==> src/rtl/config_cmd_handler.sv <==
// Configuration command parser for the MCU UART link: loads/echoes the five
// configuration registers, answers config/version queries and requests soft reset.
module config_cmd_handler #(
  parameter int                    DATA_WIDTH         = 8,
  parameter logic [DATA_WIDTH-1:0] HEAD_DETECT_1      = 8'hC0,
  parameter logic [DATA_WIDTH-1:0] HEAD_DETECT_2      = 8'hC2,
  parameter logic [DATA_WIDTH-1:0] RET_CONFIG_DETECT  = 8'hC1,
  parameter logic [DATA_WIDTH-1:0] RET_VERSION_DETECT = 8'hC3,
  parameter logic [DATA_WIDTH-1:0] RESET_DETECT       = 8'hC4,
  parameter logic [DATA_WIDTH-1:0] VERSION_PACKET_1   = 8'hC3,
  parameter logic [DATA_WIDTH-1:0] VERSION_PACKET_2   = 8'h32,
  parameter logic [DATA_WIDTH-1:0] VERSION_PACKET_3   = 8'h27,
  parameter logic [DATA_WIDTH-1:0] VERSION_PACKET_4   = 8'h02,
  parameter int                    CMD_TIMEOUT        = 500000
) (
  input  logic                  internal_clk,
  input  logic                  rst_n,
  input  logic                  cmd_en,
  input  logic                  rx_flag,
  input  logic [DATA_WIDTH-1:0] rx_data,
  input  logic                  tx_ready,
  output logic                  tx_use,
  output logic [DATA_WIDTH-1:0] tx_data,
  output logic [DATA_WIDTH-1:0] addh,
  output logic [DATA_WIDTH-1:0] addl,
  output logic [DATA_WIDTH-1:0] sped,
  output logic [DATA_WIDTH-1:0] chan,
  output logic [DATA_WIDTH-1:0] option,
  output logic                  saved,
  output logic                  soft_rst_req,
  output logic                  aux_busy_n,
  output logic [1:0]            state_dbg
);

  localparam int TO_W = (CMD_TIMEOUT > 2) ? $clog2(CMD_TIMEOUT) : 1;
  localparam logic [TO_W-1:0] TO_LAST = TO_W'(CMD_TIMEOUT - 1);

  localparam logic [DATA_WIDTH-1:0] ADDH_RST   = DATA_WIDTH'(8'h00);
  localparam logic [DATA_WIDTH-1:0] ADDL_RST   = DATA_WIDTH'(8'h00);
  localparam logic [DATA_WIDTH-1:0] SPED_RST   = DATA_WIDTH'(8'h1A);
  localparam logic [DATA_WIDTH-1:0] CHAN_RST   = DATA_WIDTH'(8'h17);
  localparam logic [DATA_WIDTH-1:0] OPTION_RST = DATA_WIDTH'(8'h44);

  typedef enum logic [1:0] {
    IDLE   = 2'd0,
    LOAD   = 2'd1,
    TRIPLE = 2'd2,
    REPLY  = 2'd3
  } state_t;

  state_t                state_q, state_d;
  logic [DATA_WIDTH-1:0] head_q, head_d;
  logic [2:0]            byte_cnt_q, byte_cnt_d;
  logic [2:0]            match_cnt_q, match_cnt_d;
  logic [TO_W-1:0]       to_cnt_q, to_cnt_d;
  logic [DATA_WIDTH-1:0] sh_addh_q, sh_addh_d, sh_addl_q, sh_addl_d;
  logic [DATA_WIDTH-1:0] sh_sped_q, sh_sped_d, sh_chan_q, sh_chan_d;
  logic [DATA_WIDTH-1:0] addh_q, addh_d, addl_q, addl_d, sped_q, sped_d;
  logic [DATA_WIDTH-1:0] chan_q, chan_d, option_q, option_d;
  logic                  saved_q, saved_d;
  logic                  soft_rst_q, soft_rst_d;
  logic [DATA_WIDTH-1:0] reply_first_q, reply_first_d;
  logic                  reply_ver_q, reply_ver_d;
  logic [2:0]            reply_idx_q, reply_idx_d;
  logic                  tx_gap_q, tx_gap_d;
  logic [DATA_WIDTH-1:0] reply_byte;
  logic [2:0]            reply_last;

  // Reply byte selection: echo/config replies share the register tail, the
  // version reply is a fixed 4-byte packet.
  always_comb begin
    reply_byte = '0;
    reply_last = reply_ver_q ? 3'd3 : 3'd5;
    case (reply_idx_q)
      3'd0:    reply_byte = reply_ver_q ? VERSION_PACKET_1 : reply_first_q;
      3'd1:    reply_byte = reply_ver_q ? VERSION_PACKET_2 : addh_q;
      3'd2:    reply_byte = reply_ver_q ? VERSION_PACKET_3 : addl_q;
      3'd3:    reply_byte = reply_ver_q ? VERSION_PACKET_4 : sped_q;
      3'd4:    reply_byte = chan_q;
      3'd5:    reply_byte = option_q;
      default: reply_byte = '0;
    endcase
  end

  always_comb begin
    state_d       = state_q;
    head_d        = head_q;
    byte_cnt_d    = byte_cnt_q;
    match_cnt_d   = match_cnt_q;
    to_cnt_d      = to_cnt_q;
    sh_addh_d     = sh_addh_q;
    sh_addl_d     = sh_addl_q;
    sh_sped_d     = sh_sped_q;
    sh_chan_d     = sh_chan_q;
    addh_d        = addh_q;
    addl_d        = addl_q;
    sped_d        = sped_q;
    chan_d        = chan_q;
    option_d      = option_q;
    saved_d       = saved_q;
    soft_rst_d    = 1'b0;
    reply_first_d = reply_first_q;
    reply_ver_d   = reply_ver_q;
    reply_idx_d   = reply_idx_q;
    tx_gap_d      = tx_gap_q;
    tx_use        = 1'b0;
    tx_data       = '0;

    case (state_q)
      IDLE: begin
        if (cmd_en && rx_flag) begin
          if (rx_data == HEAD_DETECT_1 || rx_data == HEAD_DETECT_2) begin
            state_d    = LOAD;
            head_d     = rx_data;
            byte_cnt_d = 3'd0;
            to_cnt_d   = '0;
          end else if (rx_data == RET_CONFIG_DETECT || rx_data == RET_VERSION_DETECT ||
                       rx_data == RESET_DETECT) begin
            state_d     = TRIPLE;
            head_d      = rx_data;
            match_cnt_d = 3'd1;
            to_cnt_d    = '0;
          end
        end
      end

      LOAD: begin
        if (!cmd_en) begin
          state_d    = IDLE;
          byte_cnt_d = 3'd0;
          to_cnt_d   = '0;
        end else if (rx_flag) begin
          to_cnt_d = '0;
          case (byte_cnt_q)
            3'd0:    sh_addh_d = rx_data;
            3'd1:    sh_addl_d = rx_data;
            3'd2:    sh_sped_d = rx_data;
            3'd3:    sh_chan_d = rx_data;
            default: ;
          endcase
          if (byte_cnt_q == 3'd4) begin
            // The OPTION byte goes straight to the output in the commit edge.
            addh_d        = sh_addh_q;
            addl_d        = sh_addl_q;
            sped_d        = sh_sped_q;
            chan_d        = sh_chan_q;
            option_d      = rx_data;
            saved_d       = (head_q == HEAD_DETECT_1);
            byte_cnt_d    = 3'd0;
            state_d       = REPLY;
            reply_first_d = head_q;
            reply_ver_d   = 1'b0;
            reply_idx_d   = 3'd0;
            tx_gap_d      = 1'b0;
          end else begin
            byte_cnt_d = byte_cnt_q + 3'd1;
          end
        end else if (to_cnt_q == TO_LAST) begin
          state_d    = IDLE;
          byte_cnt_d = 3'd0;
          to_cnt_d   = '0;
        end else begin
          to_cnt_d = to_cnt_q + TO_W'(1);
        end
      end

      TRIPLE: begin
        if (!cmd_en) begin
          state_d     = IDLE;
          match_cnt_d = 3'd0;
          to_cnt_d    = '0;
        end else if (rx_flag) begin
          to_cnt_d = '0;
          if (rx_data != head_q) begin
            state_d     = IDLE;
            match_cnt_d = 3'd0;
          end else if (match_cnt_q == 3'd2) begin
            match_cnt_d = 3'd0;
            reply_idx_d = 3'd0;
            tx_gap_d    = 1'b0;
            if (head_q == RET_CONFIG_DETECT) begin
              state_d       = REPLY;
              reply_first_d = HEAD_DETECT_1;
              reply_ver_d   = 1'b0;
            end else if (head_q == RET_VERSION_DETECT) begin
              state_d     = REPLY;
              reply_ver_d = 1'b1;
            end else begin
              state_d    = IDLE;
              soft_rst_d = 1'b1;
            end
          end else begin
            match_cnt_d = match_cnt_q + 3'd1;
          end
        end else if (to_cnt_q == TO_LAST) begin
          state_d     = IDLE;
          match_cnt_d = 3'd0;
          to_cnt_d    = '0;
        end else begin
          to_cnt_d = to_cnt_q + TO_W'(1);
        end
      end

      REPLY: begin
        // tx_ready is ignored for one cycle after each load so the UART can drop it.
        if (tx_gap_q) begin
          tx_gap_d = 1'b0;
        end else if (tx_ready) begin
          tx_use  = 1'b1;
          tx_data = reply_byte;
          if (reply_idx_q == reply_last) begin
            state_d     = IDLE;
            reply_idx_d = 3'd0;
            tx_gap_d    = 1'b0;
          end else begin
            reply_idx_d = reply_idx_q + 3'd1;
            tx_gap_d    = 1'b1;
          end
        end
      end

      default: state_d = IDLE;
    endcase
  end

  always_ff @(posedge internal_clk or negedge rst_n) begin
    if (!rst_n) begin
      state_q       <= IDLE;
      head_q        <= '0;
      byte_cnt_q    <= 3'd0;
      match_cnt_q   <= 3'd0;
      to_cnt_q      <= '0;
      sh_addh_q     <= '0;
      sh_addl_q     <= '0;
      sh_sped_q     <= '0;
      sh_chan_q     <= '0;
      addh_q        <= ADDH_RST;
      addl_q        <= ADDL_RST;
      sped_q        <= SPED_RST;
      chan_q        <= CHAN_RST;
      option_q      <= OPTION_RST;
      saved_q       <= 1'b0;
      soft_rst_q    <= 1'b0;
      reply_first_q <= '0;
      reply_ver_q   <= 1'b0;
      reply_idx_q   <= 3'd0;
      tx_gap_q      <= 1'b0;
    end else begin
      state_q       <= state_d;
      head_q        <= head_d;
      byte_cnt_q    <= byte_cnt_d;
      match_cnt_q   <= match_cnt_d;
      to_cnt_q      <= to_cnt_d;
      sh_addh_q     <= sh_addh_d;
      sh_addl_q     <= sh_addl_d;
      sh_sped_q     <= sh_sped_d;
      sh_chan_q     <= sh_chan_d;
      addh_q        <= addh_d;
      addl_q        <= addl_d;
      sped_q        <= sped_d;
      chan_q        <= chan_d;
      option_q      <= option_d;
      saved_q       <= saved_d;
      soft_rst_q    <= soft_rst_d;
      reply_first_q <= reply_first_d;
      reply_ver_q   <= reply_ver_d;
      reply_idx_q   <= reply_idx_d;
      tx_gap_q      <= tx_gap_d;
    end
  end

  assign addh         = addh_q;
  assign addl         = addl_q;
  assign sped         = sped_q;
  assign chan         = chan_q;
  assign option       = option_q;
  assign saved        = saved_q;
  assign soft_rst_req = soft_rst_q;
  assign aux_busy_n   = (state_q == IDLE);
  assign state_dbg    = state_q;

endmodule

==> config.mk <==
export PLATFORM = sky130hd
export DESIGN_NAME = config_cmd_handler
export DESIGN_NICKNAME = d
export VERILOG_FILES = /design/src/rtl/config_cmd_handler.sv
export SDC_FILE = /design/constraint.sdc
export NUM_CORES = 1
export LEC_CHECK = 0
export BUFFER_PORTS_ARGS = -buffer_cell sky130_fd_sc_hd__buf_2
export CORE_MARGIN = 2
export CORE_UTILIZATION = 56
export DETAILED_ROUTE_END_ITERATION = 6
export GPL_ROUTABILITY_DRIVEN = 0
export PLACE_DENSITY = 0.74
export SKIP_CTS_REPAIR_TIMING = 1
export SLEW_MARGIN = 40
export SYNTH_ARGS = -nofsm -noshare
export SYNTH_HDL_FRONTEND = slang
export SYNTH_SLANG_ARGS = --single-unit
==> constraint.sdc <==
create_clock -name internal_clk -period 4 [get_ports internal_clk]
set_input_delay 0.8 -clock internal_clk [delete_from_list [all_inputs] [get_ports internal_clk]]
set_output_delay 0.8 -clock internal_clk [all_outputs]
set_load 0.02 [all_outputs]
# == Yosys cells after proc, flatten, opt, wreduce, memory -nomap -nowiden ==
# Cells that the tools add are included.
# totals
regBits,122
in_bits,13
output_inout_bits,54
wordCells,195
# op_classes
addsub,4
n_eq_ne,45
mux,98
reduce_logical,28
# op_table
cell,count
2-to-1 mux 8 bit,17
2-to-1 mux 19 bit,6
2-to-1 mux 3 bit,24
equality test 8 bit (second input constant),8
one-hot mux 8 bit (6 select lines),1
one-hot mux 19 bit (2 select lines),1
2-to-1 mux 2 bit,16
2-to-1 mux 1 bit,26
inequality test 2 bit (second input constant),12
AND reduction 4 bit,6
adder 19 x 1 -> 19 bit (second input constant),1
equality test 19 bit (second input constant),1
AND reduction 9 bit,2
one-hot mux 8 bit (2 select lines),1
equality test 3 x 2 -> 1 bit (second input constant),5
inequality test 4 bit (second input constant),3
one-hot mux 3 bit (2 select lines),2
AND reduction 10 bit,1
nonzero test 2 bit,5
adder 3 x 1 -> 3 bit (second input constant),3
equality test 3 bit (second input constant),3
one-hot mux 3 bit (3 select lines),1
inequality test 8 bit,1
one-hot mux 2 bit (4 select lines),1
20 further kinds,28

# == Depth between registers and ports, before layout ==
# Gate-level depths: netlist (run 1).
# depth
depth_word,8
ltp_mapped,8
mapped_depth_nobuf,7

# == Least setup slack after synthesis (run 1) ==
# No wires, ideal clock.
# synth_path
path_kind,reg-to-output
startpoint,"register state_q[1], in the netlist state_dbg[1]"
endpoint,output port tx_data[1]
arrival_ns,1.902
t_required_ns,3.200
setup_slack_ns,1.298
stages_incl_launch_ff,6
path_buffers,0
cell_sequence,dfrtp_1 > ha_1 > inv_1 > nor2_1 > o21ai_1 > a31oi_1
# synth_via
elab_chain_cells,2
# synth_lines
element,line_no,text
from (decl),51,"state_t state_q, state_d;"
from (signal assigned),249,state_q <= state_d;
equality test 2 bit,109,case (state_q)
2-to-1 mux 8 bit,109,
to (decl),23,"output logic [DATA_WIDTH-1:0] tx_data,"
# Every way passes these cells.

# == Worst setup path in the final report (run 1) ==
# layout_path
startpoint,register reply_idx_q[2]
endpoint,output port tx_data[6]
# layout_via
elab_chain_cells,5
elab_cells_between_ends,10
cone_classes,eq/ne: 5; mux: 4; reduce/logical: 1
# layout_lines
element,line_no,text
from (decl),64,"logic [2:0] reply_idx_q, reply_idx_d;"
from (signal assigned),267,reply_idx_q <= reply_idx_d;
"equality test 3 bit, or another cell as far along",74,case (reply_idx_q)
one-hot mux 8 bit (6 select lines) (*),74,
2-to-1 mux 8 bit (*),208,end else if (tx_ready) begin
2-to-1 mux 8 bit (*),206,if (tx_gap_q) begin
2-to-1 mux 8 bit (*),109,
# Mark *: on every way between the ends. The rest lies on a longest branch, timed or not.

==> results.json, run 1 <==
{
  "hold-worst-slack_ps": 237,
  "core_region_area_mm2": 0.0107,
  "ys_warn_count": 0,
  "cp.required_ps": 3200,
  "cp-start-kind": "register",
  "placed_area_mm2": 0.00654,
  "dr.pass1.iters": 7,
  "critPathCaptureType": "primary output",
  "dp_hpwl_mm": 11.2,
  "layout_commonest_cell": "nand2_1",
  "fmax_ghz": 0.277,
  "relSlewSlack_pct": 47.0,
  "startpoint": "reply_idx_q[2]",
  "die_w_um": 108,
  "die-area_mm2": 0.0117,
  "h-tree-depth": 4,
  "max_stage_delay_ps": 720,
  "clkSinkCount": 122,
  "setup_tns_ps": 0,
  "synthArstFlopShare_pct": 100,
  "dr.first_iter.drc_count": 491,
  "worstPathArrival_ps": 2800,
  "max-cap-violations": 0,
  "setup_viol": 0,
  "synthesis.area_mm2": 0.00610,
  "worst_pin_slew_ps": 795,
  "most-common-layout-cells": "nand2_1, dfrtp_1, buf_2",
  "leakage_nw": 3.49,
  "fin_area_mm2": 0.00715,
  "grt_max_degree": 63,
  "antenna_found_initial": 0,
  "cts_tree": "done",
  "cpLargestDelayFamily": "flip-flops",
  "first_global_vias": 4921,
  "wirelength_mm": 16.1,
  "grt_use_total_pct": 29.2,
  "crit_fanout": 20,
  "timing.rr.start": "state_dbg[1]",
  "powerDensity_mw_per_mm2": 540,
  "vias": 5075,
  "ir_worst_vdd_uv": 373,
  "grt-ovfl-total": 0,
  "status": "finished, violations left",
  "synth.top_cell.area_share_pct": 46.4,
  "start_util_pct": 56.8,
  "insertion_delay_ps": 530,
  "portBuffers": 66,
  "drc": 2,
  "io_pins": 67,
  "cts_buffers": 17,
  "synth-edff-count": 0,
  "clk_pin_slew_worst_paths_ps": 60,
  "synth_seq_area_share_pct": 50.2,
  "nets": 711,
  "cpMostUsedCell": "nor2_1",
  "ys_ff_latch": 122,
  "drv_slew": 0,
  "fin_total_pwr_mw": 3.86,
  "synth_nets": 650,
  "ys.flop_type": "dfrtp_1",
  "worst-path-buf-inv": 2,
  "routed_via_density": 6.07,
  "slowest_stage": "dfrtp_1",
  "cp_cell_sequence": "inv_1, ha_1, a222oi_1, nor2_1, nor3_1, nor2_1, buf_2",
  "yosys.area.top_type": "dfrtp_1",
  "syn_area_per_cell_um2": 9.80,
  "drive_gt1_share_pct": 22.8,
  "yosys.cell_types.count": 56,
  "rsz0062_at_grt": "false",
  "synthCells": 622,
  "cts.path.max_buffers": 2,
  "synthToLayoutAreaGrowth_pct": 17.3,
  "dp_slack_ps": 1030,
  "antenna_left": 0,
  "root_buffer": "clkbuf_8",
  "grt_pass1_wl_mm": 25.8,
  "period_share_pct": 90.1,
  "min_period_ps": 3600,
  "layout_setup_ws_ps": 396,
  "synthTopCellsByArea": "dfrtp_1, nand2_1, mux2_2",
  "die_y_um": 108,
  "hold_violations": 0,
  "timing_worst_setup_path_type": "register to primary output",
  "rows": 38,
  "wl_per_cell_um": 19.3,
  "violations": "DRC",
  "hp-class": "primary input to asynchronous set/reset pin",
  "antenna-diode-count": 0,
  "clock_skew_ps": 8.11
}
## cell families after synthesis
logic type	count (synthesis)	synth area share [%]
flip-flops	122	50.2
XOR/XNOR	12	1.72
AND/OR/NAND/NOR	288	21.9
adder cells (fa/ha/maj)	15	3.08
multiplexers	53	9.56
AO/OA/AOI/OAI	87	10.6
buffers and inverters	45	2.89
## worst reg2reg max path, delay by kind of cell (launching register included)
family	cells	cell delay, ps
AOI/OAI and AO/OA	1	220
DFF	1	430
and+or+nand+nor	3	1290
adders and majority gates	1	330
buffers and inverters	1	140
## worst paths after layout
kind                                    endpoint  depth (start not counted)  slack, ps
max in group asynchronous                sped[3]                          2       2990
min in group internal_clk                chan[5]                          2        460
worst min register to register           chan[5]                          2        460
worst max-delay path                  tx_data[6]                          7        400
worst min-delay path                     chan[5]                          1        240
worst max register to register  reply_first_q[4]                          6       1530
## routing by layer
| metal | global-route usage (%) | part of all wire [%] |
|---|---|---|
| met3 | 7.29 | 6.6 |
| met4 | 9.52 | 1.8 |
| met2 | 45.3 | 47 |
| met5 | 0 | 0 |
| met1 | 40.6 | 44 |
## synth_stat cells (2+ instances only)
cell and count:
a21o_1 3, a21oi_1 18, a221oi_1 3, a222oi_1 5, a22o_1 12, a22oi_1 7
a31oi_1 3, and2_1 8, and3_1 7, and4_1 3, buf_2 3, clkbuf_1 24
dfrtp_1 113, dfstp_2 9, ha_1 15, inv_1 17, mux2_2 42, mux2i_1 11
nand2_1 149, nand2b_1 3, nand3_1 22, nand3b_1 3, nand4_1 13, nand4b_1 5
nor2_1 42, nor2b_1 6, nor3_1 8, nor4_1 6, nor4b_1 3, o2111ai_1 2
o211ai_1 2, o21a_1 2, o21ai_0 10, o21ai_1 2, o221ai_1 3, o2bb2ai_1 2
o31ai_1 3, o41ai_1 3, or2_2 2, or3_1 2, xnor2_1 9, xor2_1 3
## area by class of cell
class / count / area (um^2)
multi-input combinational: 455 / 2860
clock inverter: 12 / 163
fill: 880 / 3590
clock buffer: 20 / 445
tap: 140 / 175
sequential: 122 / 3060
timing repair buffer: 70 / 379
inverter: 17 / 63.8
## report_power, final
group	total, mW	switching [mW]	internal [mW]
Clock	1.56	0.567	0.989
Sequential	1.48	0.105	1.38
Combinational	0.825	0.508	0.316
## metrics by stage
step / utilization, % / std cells
after floorplan: - / 622
after global placement: 60.9 / 804
after detailed placement: 60.9 / 804
after CTS: 66.5 / 836
after global routing: 66.5 / 836
final: 66.5 / 836
## state kept, by name, indices dropped and copies added, names as in the netlist, 2 cells and up
| register | count |
|---|---|
| byte_cnt_q | 3 |
| sh_addh_q | 8 |
| sh_sped_q | 8 |
| match_cnt_q | 3 |
| addh | 8 |
| option | 8 |
| sped | 8 |
| reply_idx_q | 3 |
| sh_addl_q | 8 |
| chan | 8 |
| to_cnt_q | 19 |
| state_dbg | 2 |
| head_q | 8 |
| sh_chan_q | 8 |
| reply_first_q | 8 |
| addl | 8 |
No activity file was read; power rests on OpenSTA's default activity.
==> run 2: changes to the inputs <==
--- a/config.mk
+++ b/config.mk
@@ -10,7 +10,8 @@
 export CORE_UTILIZATION = 56
 export DETAILED_ROUTE_END_ITERATION = 6
 export GPL_ROUTABILITY_DRIVEN = 0
-export PLACE_DENSITY = 0.74
+export PLACE_DENSITY = 0.77
+export RECOVER_POWER = 25
 export SKIP_CTS_REPAIR_TIMING = 1
 export SLEW_MARGIN = 40
 export SYNTH_ARGS = -nofsm -noshare
==> constraint.sdc (replaced) <==
create_clock -name internal_clk -period 4.4 [get_ports internal_clk]
set_input_delay 0.88 -clock internal_clk [delete_from_list [all_inputs] [get_ports internal_clk]]
set_output_delay 0.88 -clock internal_clk [all_outputs]
set_load 0.02 [all_outputs]
==> run 2 against run 1 <==
Compared with the run above:
- the run ends with capacitance limit, slew limit left
- cell count increased by 0.12%
- utilization decreased by 0.55 points
- non-clock buffer count increased by 1
- combinational power decreased by 11%
- sequential power decreased by 9%
- clock skew about the same
- hold slack improved by 220 ps
- register-to-register slack improved by 160 ps
- critical path type unchanged
==> results.json, run 2 (synthesis gave the netlist of run 1 again) <==
{
  "fmax_ghz": 0.273,
  "drc": 0,
  "cp.required_ps": 3520,
  "drv_slew": 76,
  "place_inst": 805,
  "cp-start-kind": "register",
  "drive_gt1_share_pct": 22.8,
  "layout_setup_ws_ps": 733,
  "dp_hpwl_mm": 11.0,
  "crit_fanout": 20,
  "worstPathArrival_ps": 2790,
  "grt-ovfl-total": 0,
  "fin_cells": 837,
  "routed_via_density": 6.06,
  "clk_pin_slew_worst_paths_ps": 60,
  "start_util_pct": 56.8,
  "top_register": "to_cnt_q",
  "nets": 712,
  "critPathCaptureType": "primary output",
  "cts_buffers": 17,
  "hp-class": "register to register",
  "root_buffer": "clkbuf_8",
  "core_region_area_mm2": 0.0107,
  "layout_commonest_cell": "nand2_1",
  "setup_tns_ps": 0,
  "timing_worst_setup_path_type": "register to primary output",
  "grt_use_total_pct": 29.0,
  "setup_viol": 0,
  "antenna_left": 0,
  "wirelength_mm": 16.0,
  "worst_pin_slew_ps": 3200,
  "vias": 5070,
  "max-cap-violations": 1,
  "die-area_mm2": 0.0117,
  "grt_max_degree": 76,
  "hold_violations": 0,
  "final_util_pct": 66.0,
  "portBuffers": 66,
  "status": "finished, violations left",
  "min_period_ps": 3670,
  "powerDensity_mw_per_mm2": 479,
  "clkSinkCount": 122,
  "h-tree-depth": 4,
  "largest_register_ffs": 19,
  "violations": "capacitance limit, slew limit",
  "cts_tree": "done",
  "fin_area_mm2": 0.00709,
  "clock_skew_ps": 7.74,
  "hold-worst-slack_ps": 460,
  "dr.pass1.iters": 6,
  "wl_per_cell_um": 19.1,
  "cts.path.max_buffers": 2,
  "rows": 38,
  "placed_area_mm2": 0.00654,
  "leakage_nw": 3.48,
  "io_pins": 67,
  "insertion_delay_ps": 540,
  "antenna_found_initial": 0,
  "period_share_pct": 83.3,
  "grt_pass1_wl_mm": 25.7,
  "die_w_um": 108,
  "ir_worst_vdd_uv": 329,
  "antenna-diode-count": 0,
  "fin_total_pwr_mw": 3.40,
  "dr.first_iter.drc_count": 608,
  "first_global_vias": 4842,
  "most-common-layout-cells": "nand2_1, dfrtp_1, buf_2",
  "die_y_um": 108,
  "dp_slack_ps": 1360,
  "rsz0062_at_grt": "false",
  "synthToLayoutAreaGrowth_pct": 16.3,
  "relSlewSlack_pct": -113
}
==> run 2: cell count changes in the layout (fill, tap and decap cells not counted), sizes merged <==
cell / delta
bufinv: -2
dlygate4sd2: +1
clkbuf: -2
clkinv: +4
inv: +2
clkinvlp: -2
==> run 2: power breakdown <==
group / switching [mW] / internal, mW
Sequential: 0.0938 / 1.25
Combinational: 0.451 / 0.286
Clock: 0.554 / 0.762
Total: 1.10 / 2.30
==> run 2: layout make-up <==
type	instances	area (um^2)
repair buffers	71	372
multi-input cells	455	2860
inverters	17	63.8
clock buffers	18	418
clock inverters	14	139
flip-flops and latches	122	3060
well taps	140	175
fillers	865	3650
==> run 2: per-layer routing <==
metal | vias up | part of all wire [%] | GRT usage (%) | wire (um)
met4 | 0 | 2.7 | 11.9 | 425
li1 | 2320 | - | - | -
met3 | 33 | 6.5 | 6.99 | 1040
met5 | - | 0 | 0 | 0
met1 | 2510 | 45 | 41.8 | 7150
met2 | 207 | 46 | 42.3 | 7350
==> run 2: path summary, 6_finish.rpt <==
| path | start | end | slack, ps | cells past startpoint |
|---|---|---|---|---|
| worst max-delay path | reply_idx_q[2] | tx_data[6] | 730 | 7 |
| worst min-delay path | sh_sped_q[7] | sped[7] | 460 | 2 |
| worst max register to register | state_dbg[1] | reply_first_q[4] | 1690 | 6 |
| worst min register to register | sh_sped_q[7] | sped[7] | 460 | 2 |
| max in group asynchronous | rst_n | sh_sped_q[7] | 1030 | 1 |
| min in group asynchronous | rst_n | sh_chan_q[6] | 1550 | 1 |
==> run 2: worst max-delay path, cell delays in order, from the launching register on <==
cell and delay [ps]:
dfrtp_1 750, inv_1 220, ha_1 370, a222oi_1 360, nor2_1 90, nor3_1 180
nor2_1 90, buf_2 190
